## config.mk

```make
export PLATFORM = sky130hd
export DESIGN_NAME = alu_cmd_issuer_flat
export DESIGN_NICKNAME = d
export VERILOG_FILES = /design/src/rtl/alu_pkg.sv /design/src/rtl/alu_cmd_issuer_if.sv /design/src/rtl/alu_cmd_fifo.sv /design/src/rtl/alu_cmd_issuer.sv /design/src/flat_wrapper.sv
export SDC_FILE = /design/constraint.sdc
export NUM_CORES = 1
export LEC_CHECK = 0
export CAP_MARGIN = 40
export CORE_MARGIN = 2
export CORE_UTILIZATION = 40
export CTS_CLUSTER_DIAMETER = 100
export CTS_CLUSTER_SIZE = 30
export DETAILED_ROUTE_END_ITERATION = 12
export PLACE_DENSITY_LB_ADDON = 0.05
export SETUP_SLACK_MARGIN = 0.02
export SLEW_MARGIN = 25
export SYNTH_ARGS = -nofsm -noshare
export SYNTH_HDL_FRONTEND = slang
export SYNTH_SLANG_ARGS = --single-unit
```

## constraint.sdc

```tcl
create_clock -name clk -period 2.3 [get_ports clk]
set_input_delay 0.23 -clock clk [delete_from_list [all_inputs] [get_ports clk]]
set_output_delay 0.23 -clock clk [all_outputs]
set_load 0.01 [all_outputs]
```

## src/rtl/alu_pkg.sv

```systemverilog
// alu_pkg: opcodes, issuer FSM states and the queued command record shared by the ALU command issuer
package alu_pkg;
  // Operand width of the queued command record; the issuer supports WIDTH up to this value
  localparam int ALU_W = 16;
  localparam logic [2:0] OP_PASS = 3'd0;
  localparam logic [2:0] OP_ADD  = 3'd1;
  localparam logic [2:0] OP_SUB  = 3'd2;
  localparam logic [2:0] OP_DIV  = 3'd3;
  localparam logic [2:0] OP_AND  = 3'd4;
  localparam logic [2:0] OP_SHL  = 3'd5;
  localparam logic [2:0] OP_SHR  = 3'd6;
  localparam logic [2:0] OP_GT   = 3'd7;
  typedef enum logic [1:0] {IDLE, ISSUE, CAPTURE, RESP} state_e;
  typedef struct packed {
    logic [2:0]       op;
    logic [ALU_W-1:0] a;
    logic [ALU_W-1:0] b;
    logic             use_acc;
  } cmd_t;
endpackage

```

## src/rtl/alu_cmd_issuer_if.sv

```systemverilog
// alu_cmd_issuer_if: command and result valid/ready handshakes between a command source and the issuer
//   master: drives cmd_valid/cmd_op/cmd_a/cmd_b/cmd_use_acc and res_ready
//   slave : drives cmd_ready and res_valid/res_data/res_err
interface alu_cmd_issuer_if #(
  parameter int WIDTH = 4
);
  logic             cmd_valid;
  logic             cmd_ready;
  logic [2:0]       cmd_op;
  logic [WIDTH-1:0] cmd_a;
  logic [WIDTH-1:0] cmd_b;
  logic             cmd_use_acc;
  logic             res_valid;
  logic             res_ready;
  logic [WIDTH-1:0] res_data;
  logic             res_err;
  modport master (
    output cmd_valid, cmd_op, cmd_a, cmd_b, cmd_use_acc, res_ready,
    input  cmd_ready, res_valid, res_data, res_err
  );
  modport slave (
    input  cmd_valid, cmd_op, cmd_a, cmd_b, cmd_use_acc, res_ready,
    output cmd_ready, res_valid, res_data, res_err
  );
endinterface

```

## src/rtl/alu_cmd_fifo.sv

```systemverilog
// alu_cmd_fifo: synchronous FIFO with wrap-bit pointers
//   clk/rst      : clock, sync active-high reset (empties the FIFO)
//   push/din     : write request, ignored when full (full is the pre-pop state)
//   pop/dout     : read request, ignored when empty; dout shows the head
//   full/empty/count : occupancy
module alu_cmd_fifo #(
  parameter int WIDTH = 8,
  parameter int DEPTH = 4
) (
  input  logic                     clk,
  input  logic                     rst,
  input  logic                     push,
  input  logic [WIDTH-1:0]         din,
  input  logic                     pop,
  output logic [WIDTH-1:0]         dout,
  output logic                     full,
  output logic                     empty,
  output logic [$clog2(DEPTH):0]   count
);
  localparam int AW = $clog2(DEPTH);
  logic [WIDTH-1:0] mem_q [DEPTH];
  logic [AW:0] wp_q, wp_d, rp_q, rp_d;
  logic do_push, do_pop;
  assign count   = wp_q - rp_q;
  assign full    = count == (AW+1)'(DEPTH);
  assign empty   = count == '0;
  assign do_push = push && !full;
  assign do_pop  = pop && !empty;
  assign dout    = mem_q[rp_q[AW-1:0]];
  always_comb begin
    wp_d = do_push ? wp_q + 1'b1 : wp_q;
    rp_d = do_pop ? rp_q + 1'b1 : rp_q;
  end
  always_ff @(posedge clk) begin
    if (rst) begin
      wp_q <= '0;
      rp_q <= '0;
    end else begin
      wp_q <= wp_d;
      rp_q <= rp_d;
    end
  end
  always_ff @(posedge clk) begin
    if (do_push) mem_q[wp_q[AW-1:0]] <= din;
  end
endmodule

```

## src/rtl/alu_cmd_issuer.sv

```systemverilog
// alu_cmd_issuer: queues ALU commands, issues them to an external combinational ALU, returns results in order
//   clk/rst            : clock, sync active-high reset
//   io (slave)         : command handshake in, result handshake out (res_err flags divide by zero)
//   alu_in0/in1/sel    : registered operands/opcode to the ALU, held between commands
//   alu_out            : ALU result, captured one cycle after issue
//   busy               : commands queued or one in flight
//   Optional ALU_ACC_EN: accumulator of handshaked results, selectable as operand A via cmd_use_acc
module alu_cmd_issuer
  import alu_pkg::*;
#(
  parameter int WIDTH = 4,
  parameter int DEPTH = 4
) (
  input  logic             clk,
  input  logic             rst,
  alu_cmd_issuer_if.slave  io,
  output logic [WIDTH-1:0] alu_in0,
  output logic [WIDTH-1:0] alu_in1,
  output logic [2:0]       alu_sel,
  input  logic [WIDTH-1:0] alu_out,
  output logic             busy
);
  state_e state_q, state_d;
  cmd_t wr, head;
  logic full, empty, pop, hs, div0;
  logic [$clog2(DEPTH):0] count;
  logic [WIDTH-1:0] alu_in0_q, alu_in0_d, alu_in1_q, alu_in1_d, res_data_q, res_data_d, acc_now;
  logic [2:0] alu_sel_q, alu_sel_d;
  logic res_valid_q, res_valid_d, res_err_q, res_err_d;
  assign wr = {io.cmd_op, ALU_W'(io.cmd_a), ALU_W'(io.cmd_b), io.cmd_use_acc};
  alu_cmd_fifo #(.WIDTH($bits(cmd_t)), .DEPTH(DEPTH)) u_fifo (
    .clk   (clk),
    .rst   (rst),
    .push  (io.cmd_valid),
    .din   (wr),
    .pop   (pop),
    .dout  (head),
    .full  (full),
    .empty (empty),
    .count (count)
  );
  assign hs   = res_valid_q && io.res_ready;
  // res_valid is only ever high in RESP, so the handshake doubles as the RESP exit
  assign pop  = !empty && (state_q == IDLE || hs);
  assign div0 = alu_sel_q == OP_DIV && alu_in1_q == '0;
`ifdef ALU_ACC_EN
  localparam bit ACC_EN = 1'b1;
  logic [WIDTH-1:0] acc_q, acc_d;
  assign acc_d = hs ? res_data_q : acc_q;
  // a command popped on a handshake cycle sees the result being consumed
  assign acc_now = acc_d;
  always_ff @(posedge clk) acc_q <= rst ? '0 : acc_d;
`else
  localparam bit ACC_EN = 1'b0;
  assign acc_now = '0;
`endif
  always_comb begin
    state_d     = state_q;
    alu_in0_d   = alu_in0_q;
    alu_in1_d   = alu_in1_q;
    alu_sel_d   = alu_sel_q;
    res_valid_d = res_valid_q;
    res_data_d  = res_data_q;
    res_err_d   = res_err_q;
    if (state_q == ISSUE) state_d = CAPTURE;
    if (state_q == CAPTURE) begin
      state_d     = RESP;
      res_valid_d = 1'b1;
      res_data_d  = div0 ? '1 : alu_out;
      res_err_d   = div0;
    end
    if (hs) begin
      state_d     = IDLE;
      res_valid_d = 1'b0;
    end
    if (pop) begin
      state_d   = ISSUE;
      alu_in0_d = (ACC_EN && head.use_acc) ? acc_now : WIDTH'(head.a);
      alu_in1_d = WIDTH'(head.b);
      alu_sel_d = head.op;
    end
  end
  always_ff @(posedge clk) begin
    if (rst) begin
      state_q     <= IDLE;
      alu_in0_q   <= '0;
      alu_in1_q   <= '0;
      alu_sel_q   <= '0;
      res_valid_q <= 1'b0;
      res_data_q  <= '0;
      res_err_q   <= 1'b0;
    end else begin
      state_q     <= state_d;
      alu_in0_q   <= alu_in0_d;
      alu_in1_q   <= alu_in1_d;
      alu_sel_q   <= alu_sel_d;
      res_valid_q <= res_valid_d;
      res_data_q  <= res_data_d;
      res_err_q   <= res_err_d;
    end
  end
  assign io.cmd_ready = !full;
  assign io.res_valid = res_valid_q;
  assign io.res_data  = res_data_q;
  assign io.res_err   = res_err_q;
  assign alu_in0      = alu_in0_q;
  assign alu_in1      = alu_in1_q;
  assign alu_sel      = alu_sel_q;
  assign busy         = count != '0 || state_q != IDLE;
endmodule
```

## src/flat_wrapper.sv

```systemverilog
// flat-port wrapper written by rule: the top's interface ports become plain ports
module alu_cmd_issuer_flat import alu_pkg::*;
#(
  parameter int WIDTH = 4,
  parameter int DEPTH = 4
)
  (clk, rst, alu_in0, alu_in1, alu_sel, alu_out, busy, io_cmd_valid, io_cmd_op, io_cmd_a, io_cmd_b, io_cmd_use_acc, io_res_ready, io_cmd_ready, io_res_valid, io_res_data, io_res_err);
  alu_cmd_issuer_if #(.WIDTH(WIDTH)) io_i ();
  input  logic clk;
  input  logic rst;
  output logic [WIDTH-1:0] alu_in0;
  output logic [WIDTH-1:0] alu_in1;
  output logic [2:0] alu_sel;
  input  logic [WIDTH-1:0] alu_out;
  output logic busy;
  input wire logic [$bits(io_i.cmd_valid)-1:0] io_cmd_valid;
  input wire logic [$bits(io_i.cmd_op)-1:0] io_cmd_op;
  input wire logic [$bits(io_i.cmd_a)-1:0] io_cmd_a;
  input wire logic [$bits(io_i.cmd_b)-1:0] io_cmd_b;
  input wire logic [$bits(io_i.cmd_use_acc)-1:0] io_cmd_use_acc;
  input wire logic [$bits(io_i.res_ready)-1:0] io_res_ready;
  output wire logic [$bits(io_i.cmd_ready)-1:0] io_cmd_ready;
  output wire logic [$bits(io_i.res_valid)-1:0] io_res_valid;
  output wire logic [$bits(io_i.res_data)-1:0] io_res_data;
  output wire logic [$bits(io_i.res_err)-1:0] io_res_err;
  assign io_i.cmd_valid = io_cmd_valid;
  assign io_i.cmd_op = io_cmd_op;
  assign io_i.cmd_a = io_cmd_a;
  assign io_i.cmd_b = io_cmd_b;
  assign io_i.cmd_use_acc = io_cmd_use_acc;
  assign io_i.res_ready = io_res_ready;
  assign io_cmd_ready = io_i.cmd_ready;
  assign io_res_valid = io_i.res_valid;
  assign io_res_data = io_i.res_data;
  assign io_res_err = io_i.res_err;
  alu_cmd_issuer #(.WIDTH(WIDTH), .DEPTH(DEPTH)) u_core (.clk(clk), .rst(rst), .io(io_i), .alu_in0(alu_in0), .alu_in1(alu_in1), .alu_sel(alu_sel), .alu_out(alu_out), .busy(busy));
endmodule
```

[Yosys cells after proc, flatten, opt, wreduce, memory -nomap -nowiden]
Memories as Yosys holds them, arrays and structs flattened. A register that Yosys moved wholly into a read port is not among the register bits.
Cells that the tools add are included.
Storage, ports and cells
  output and inout bits: 19
  RAM bits: 48
  logic and storage cells: 40
  register bits: 14
  input bits: 20
  memories kept: 1
Operators by class
  reduce and logical (&&, ||, !) cells: 18
  add/sub/neg operators: 3
  equal/unequal tests: 4
  muxes and demuxes: 7
Memory list
  u_core.u_fifo.mem_q: words 4, bits a word 12, read ports 1, clocked after memory_dff 1, write ports 1, line alu_cmd_fifo.sv:21  | logic [WIDTH-1:0] mem_q [DEPTH];
Operators with widths (count)
  $add A3 B1 Y3 const B: 2
  $logic_and A1 B1 Y1: 5
  $logic_not A4 Y1: 1
  $mux W1: 4
  $mux W2: 2
  $mux W4: 1
  $reduce_bool A2 Y1: 2
  $reduce_bool A4 Y1: 1
  $eq A3 B2 Y1 const B: 1
  $eq A3 B3 Y1 const B: 1
  $logic_not A3 Y1: 1
  $reduce_bool A3 Y1: 1
  $reduce_or A3 Y1: 1
  $sub A3 B3 Y3: 1
  $eq A2 B1 Y1 const B: 1
  $eq A2 B2 Y1 const B: 1
  $logic_not A1 Y1: 2
  $logic_not A2 Y1: 1
  $logic_or A1 B1 Y1: 2
  $reduce_or A2 Y1: 1

[Depth between registers and ports, before layout]
  word-level depth: 6
  mapped depth: 8
  gate-level depth less buffers: 6

[By module]
Synthesis repeated with hierarchy kept, for this count alone.
Unflattened totals
  cell total of the unflattened synthesis: 335
  area total of the unflattened synthesis: 6583.8 µm²
Modules (own cells, without submodules)
  alu_cmd_fifo: times used 1, cells each 244, area each 5699.2 µm²
  alu_cmd_issuer: times used 1, cells each 91, area each 884.6 µm²

[Least setup slack after synthesis]
No wires, ideal clock.
  path type: reg-to-reg
  from: register u_core.u_fifo.rp_q[1]
  to: register u_core.u_fifo.wp_q[2]
  cell stages (with the launch flop): 8
  data arrival time: 2.063 ns
  slack: 0.115 ns
  library setup time: 0.121 ns
  buffers on the path: 1
  cell sequence: dfxtp_1 > buf_2 > inv_1 > ha_1 > and2b_1 > xnor2_2 > a31oi_2 > mux2_4
Between the ends
  longest elaborated chain between the ends: 4
Ends and longest elaborated chain
  start: declaration: line alu_cmd_fifo.sv:22  | logic [AW:0] wp_q, wp_d, rp_q, rp_d;
  start signal: assignment: line alu_cmd_fifo.sv:40  | rp_q <= rp_d;
  $sub A3 B3 Y3: line alu_cmd_fifo.sv:24  | assign count = wp_q - rp_q;
  $eq A3 B3 Y1: line alu_cmd_fifo.sv:25  | assign full = count == (AW+1)'(DEPTH);
  $logic_not A1 Y1: line alu_cmd_fifo.sv:27  | assign do_push = push && !full;
  $logic_and A1 B1 Y1: line alu_cmd_fifo.sv:27
  end signal: assignment: line alu_cmd_fifo.sv:39  | wp_q <= wp_d;
  end: declaration: line alu_cmd_fifo.sv:22
Every way passes these cells.
A chain may end at the register's enable or synchronous reset.

[Final worst setup path]
  from: register u_core.u_fifo.wp_q[0]
  to: output port io_cmd_ready
Between the ends
  longest elaborated chain between the ends: 3
Ends and longest elaborated chain
  $sub A3 B3 Y3: line alu_cmd_fifo.sv:24
  $eq A3 B3 Y1: line alu_cmd_fifo.sv:25
  $logic_not A1 Y1: line alu_cmd_issuer.sv:102  | assign io.cmd_ready = !full;
  end: declaration: line flat_wrapper.sv:22  | output wire logic [$bits(io_i.cmd_ready)-1:0] io_cmd_ready;
Every way passes these cells.

==> impl_metrics.csv <==
group,metric,value,unit
global_route,first_global_vias,1851,
flow_run,maxCapViolCount,0,
cells_and_area,antenna_cells,0,
clocking,ctsLongestPathBuffers,2,
timing,layout_min_cycle_time,2164,ps
clocking,cts.clk_slew.worst_paths,70,ps
cells_and_area,nets,280,
clocking,clockRootBuffer,"clkbuf_8",
floorplanning,coreArea,0.006907,sq mm
setup_path,crit_required,2070,ps
synth,yosysTopAreaCell,"edfxtp_1",
synth,avgSynthCellArea,14.46,sq um
timing,slew_headroom,0.5698,
synth,yosys-top-cells-count,"edfxtp_1, dfxtp_1, nand2_1",
detailed_routing,wl_per_cell,16.19,microns
clocking,tritoncts,"done",
timing,rsz0062_at_grt,"no",
timing,max_slew.worst_pin.slew,644.5,ps
setup_path,path_cells,"inv_2 -> ha_4 -> and2b_1 -> xnor2_4 -> nand3_1 -> clkdlybuf4s50_1",
detailed_routing,drt_wl_total,5.698,mm
timing,setup_viol,0,
floorplanning,die_w,89.02,microns
clocking,cts-buffers-inserted,9,
synth,netlist_top_cells_area,"edfxtp_1, dfxtp_1, mux4_2",
global_route,antenna_found_initial,0,
global_route,grt_start_max_net_pins,25,
floorplanning,start_util,0.4187,
timing,tns,0,ps
clocking,htreeDepth,3,
synth,synth-seq-cells,69,
floorplanning,dieArea,0.007925,sq mm
power,p_total,3.897,mW
cells_and_area,area_delta_synth_final,25.44,%
setup_path,end_kind,"output pin",
detailed_routing,drt_iter0_markers,93,
synth,ys_seq_area_frac,0.6300,
floorplanning,rows,30,
detailed_routing,antenna_left,0,
clocking,numClockSinks,69,
synth,yosysMostFrequentCell,"edfxtp_1",
outcome,status,"complete, no violations",
power,p_per_area,1074,mW/mm^2
setup_path,critPathArrivalTime,1930,ps
setup_path,crit_buf_inv,2,
synth,yosys_warnings,0,
timing,skew,6.461,ps
timing,fin_crit_sh,0.9408,
clocking,insertion_delay,330,ps
timing,hold_viol,0,
timing,drv_slew,0,
synth,ys_types,36,
setup_path,worst_setup_path_start_kind,"flop",
timing,fmax,462.1,MHz
synth,synth_edf_count,44,
floorplanning,io-pin-count,39,
global_route,grt_usage,0.1598,
synth,synth-main-ff-cell,"edfxtp_1",
power,leakage,1.234,nW
setup_path,cp_max_fo,4,
place,portBuffers,37,
global_route,grt-ovfl-total,0,
cells_and_area,drive_gt1_frac,0.2188,
detailed_routing,vias,1812,
synth,postSynthCellCount,200,
synth,syn_area,0.002892,sq mm
setup_path,crit_family,"buffers and inverters",
setup_path,slowest_delay,530,ps
place,hpwl,3.868,mm
worst_hold_path,hold_class,"flop to flop",
global_route,grt_pass1_wl,9.239,mm
synth,async_reset_ff_frac,0,
synth,synth_top_area_share,0.4569,
setup_path,worstSetupPathType,"flop to output pin",
detailed_routing,drtPass1Iterations,4,
detailed_routing,route.detailed.drc,0,
detailed_routing,avgViaCountPerCell,5.148,
setup_path,crit_slowest_cell,"clkdlybuf4s50_1",
synth,syn_nets,229,
floorplanning,dieHeight,89.02,microns
power,ir_drop,409.2,uV
place,place.gp.congestion,0.7378,
[cells by family after synthesis]
family                     Yosys count  synth area share
AOI/OAI and AO/OA                   45            0.1121
xor gates and xnor gates             2           0.01125
adders and majority gates            9           0.03894
buffers and inverters               17           0.02726
DFF                                 69            0.6300
muxes                               16            0.1051
and+or+nand+nor                     42           0.07530
[path summary, 6_finish.rpt]
kind / endpoint / cells after the start / slack, ps / start
setup / recovery: io_cmd_ready / 6 / 140 / u_core.u_fifo.wp_q[0]
hold / removal: u_core.io.res_data[1] / 2 / 480 / u_core.io.res_data[1]
setup reg to reg: u_core.u_fifo.mem_q[1][6] / 8 / 230 / u_core.u_fifo.wp_q[0]
hold reg to reg: u_core.io.res_data[1] / 2 / 480 / u_core.io.res_data[1]
[power breakdown]
group / internal (mW) / total (mW) / switching (mW) / leakage [nW]
combinational: 0.664 / 1.41 / 0.750 / 0.540
clock: 0.394 / 0.864 / 0.470 / 0.0856
sequential: 1.52 / 1.62 / 0.0980 / 0.609
[stage by stage]
stage                     hold slack [ps]  worst slack [ps]  std cells  cell area (sq um)    util
after CTS                           490.1             40.71        351               3617  0.5237
after detailed placement            484.4             141.1        334               3412  0.4940
after global routing                511.6             33.67        352               3627  0.5252
after floorplan                     328.9             115.5        200               2892       -
after global placement              473.2             201.5        334               3412  0.4940
final                               484.3             136.1        352               3627  0.5252
[routing by layer]
metal / track usage / wire (microns) / part of all wire
met1: 0.2126 / 2586 / 0.45
met2: 0.2503 / 2799 / 0.49
met3: 0.04709 / 273 / 0.048
met4: 0.05970 / 38 / 0.0067
met5: 0 / 0 / 0
[repair_timing]
action / CTS / global route
gates cloned: 0 / 0
hold endpoints to repair: 0 / 0
setup buffers: 1 / 0
resized for setup: 5 / 3
hold buffers: 0 / 0
pin swaps: 1 / 0
endpoints found under the setup margin: 2 / 2
[registers in the layout (all words and copies together) (netlist names)]
name,count
u_core.io.res_valid,1
u_core.alu_in1,4
u_core.u_fifo.wp_q,3
u_core.io.res_data,4
u_core.alu_in0,4
u_core.io.res_err,1
u_core.u_fifo.rp_q,3
u_core.state_q,2
u_core.u_fifo.mem_q,44
u_core.alu_sel,3
[worst min-delay path: cells and delay by family (launching register included)]
kind	cells	cell delay (ps)
compound gates	1	50
flops	1	310
simple gates	1	80
[layout by cell type, fill, tap and decap left out, drive strengths merged, types with 2 or more instances in the layout]
| master | n |
|---|---|
| a21oi | 5 |
| buf | 12 |
| clkbuf | 10 |
| edfxtp | 44 |
| nand2 | 17 |
| xnor2 | 2 |
| a21o | 2 |
| o311ai | 13 |
| clkinvlp | 2 |
| a211oi | 4 |
| mux2 | 2 |
| o21ai | 15 |
| mux4 | 11 |
| mux2i | 3 |
| nor2 | 13 |
| nor3b | 2 |
| clkinv | 4 |
| and2 | 3 |
| inv | 8 |
| ha | 9 |
| clkdlybuf4s50 | 36 |
| dfxtp | 25 |
| a31oi | 2 |
| or2 | 2 |
[cell type report]
type                            count  area [sq um]
Fill cell                         615          3279
Sequential cell                    69          1824
Multi-Input combinational cell    114          1015
Timing Repair Buffer               50         466.7
Clock buffer                        9         123.9
Tap cell                           96         120.1
Clock inverter                      7         51.30
Inverter                            7         26.28
Power figures use the tool's default switching activity.
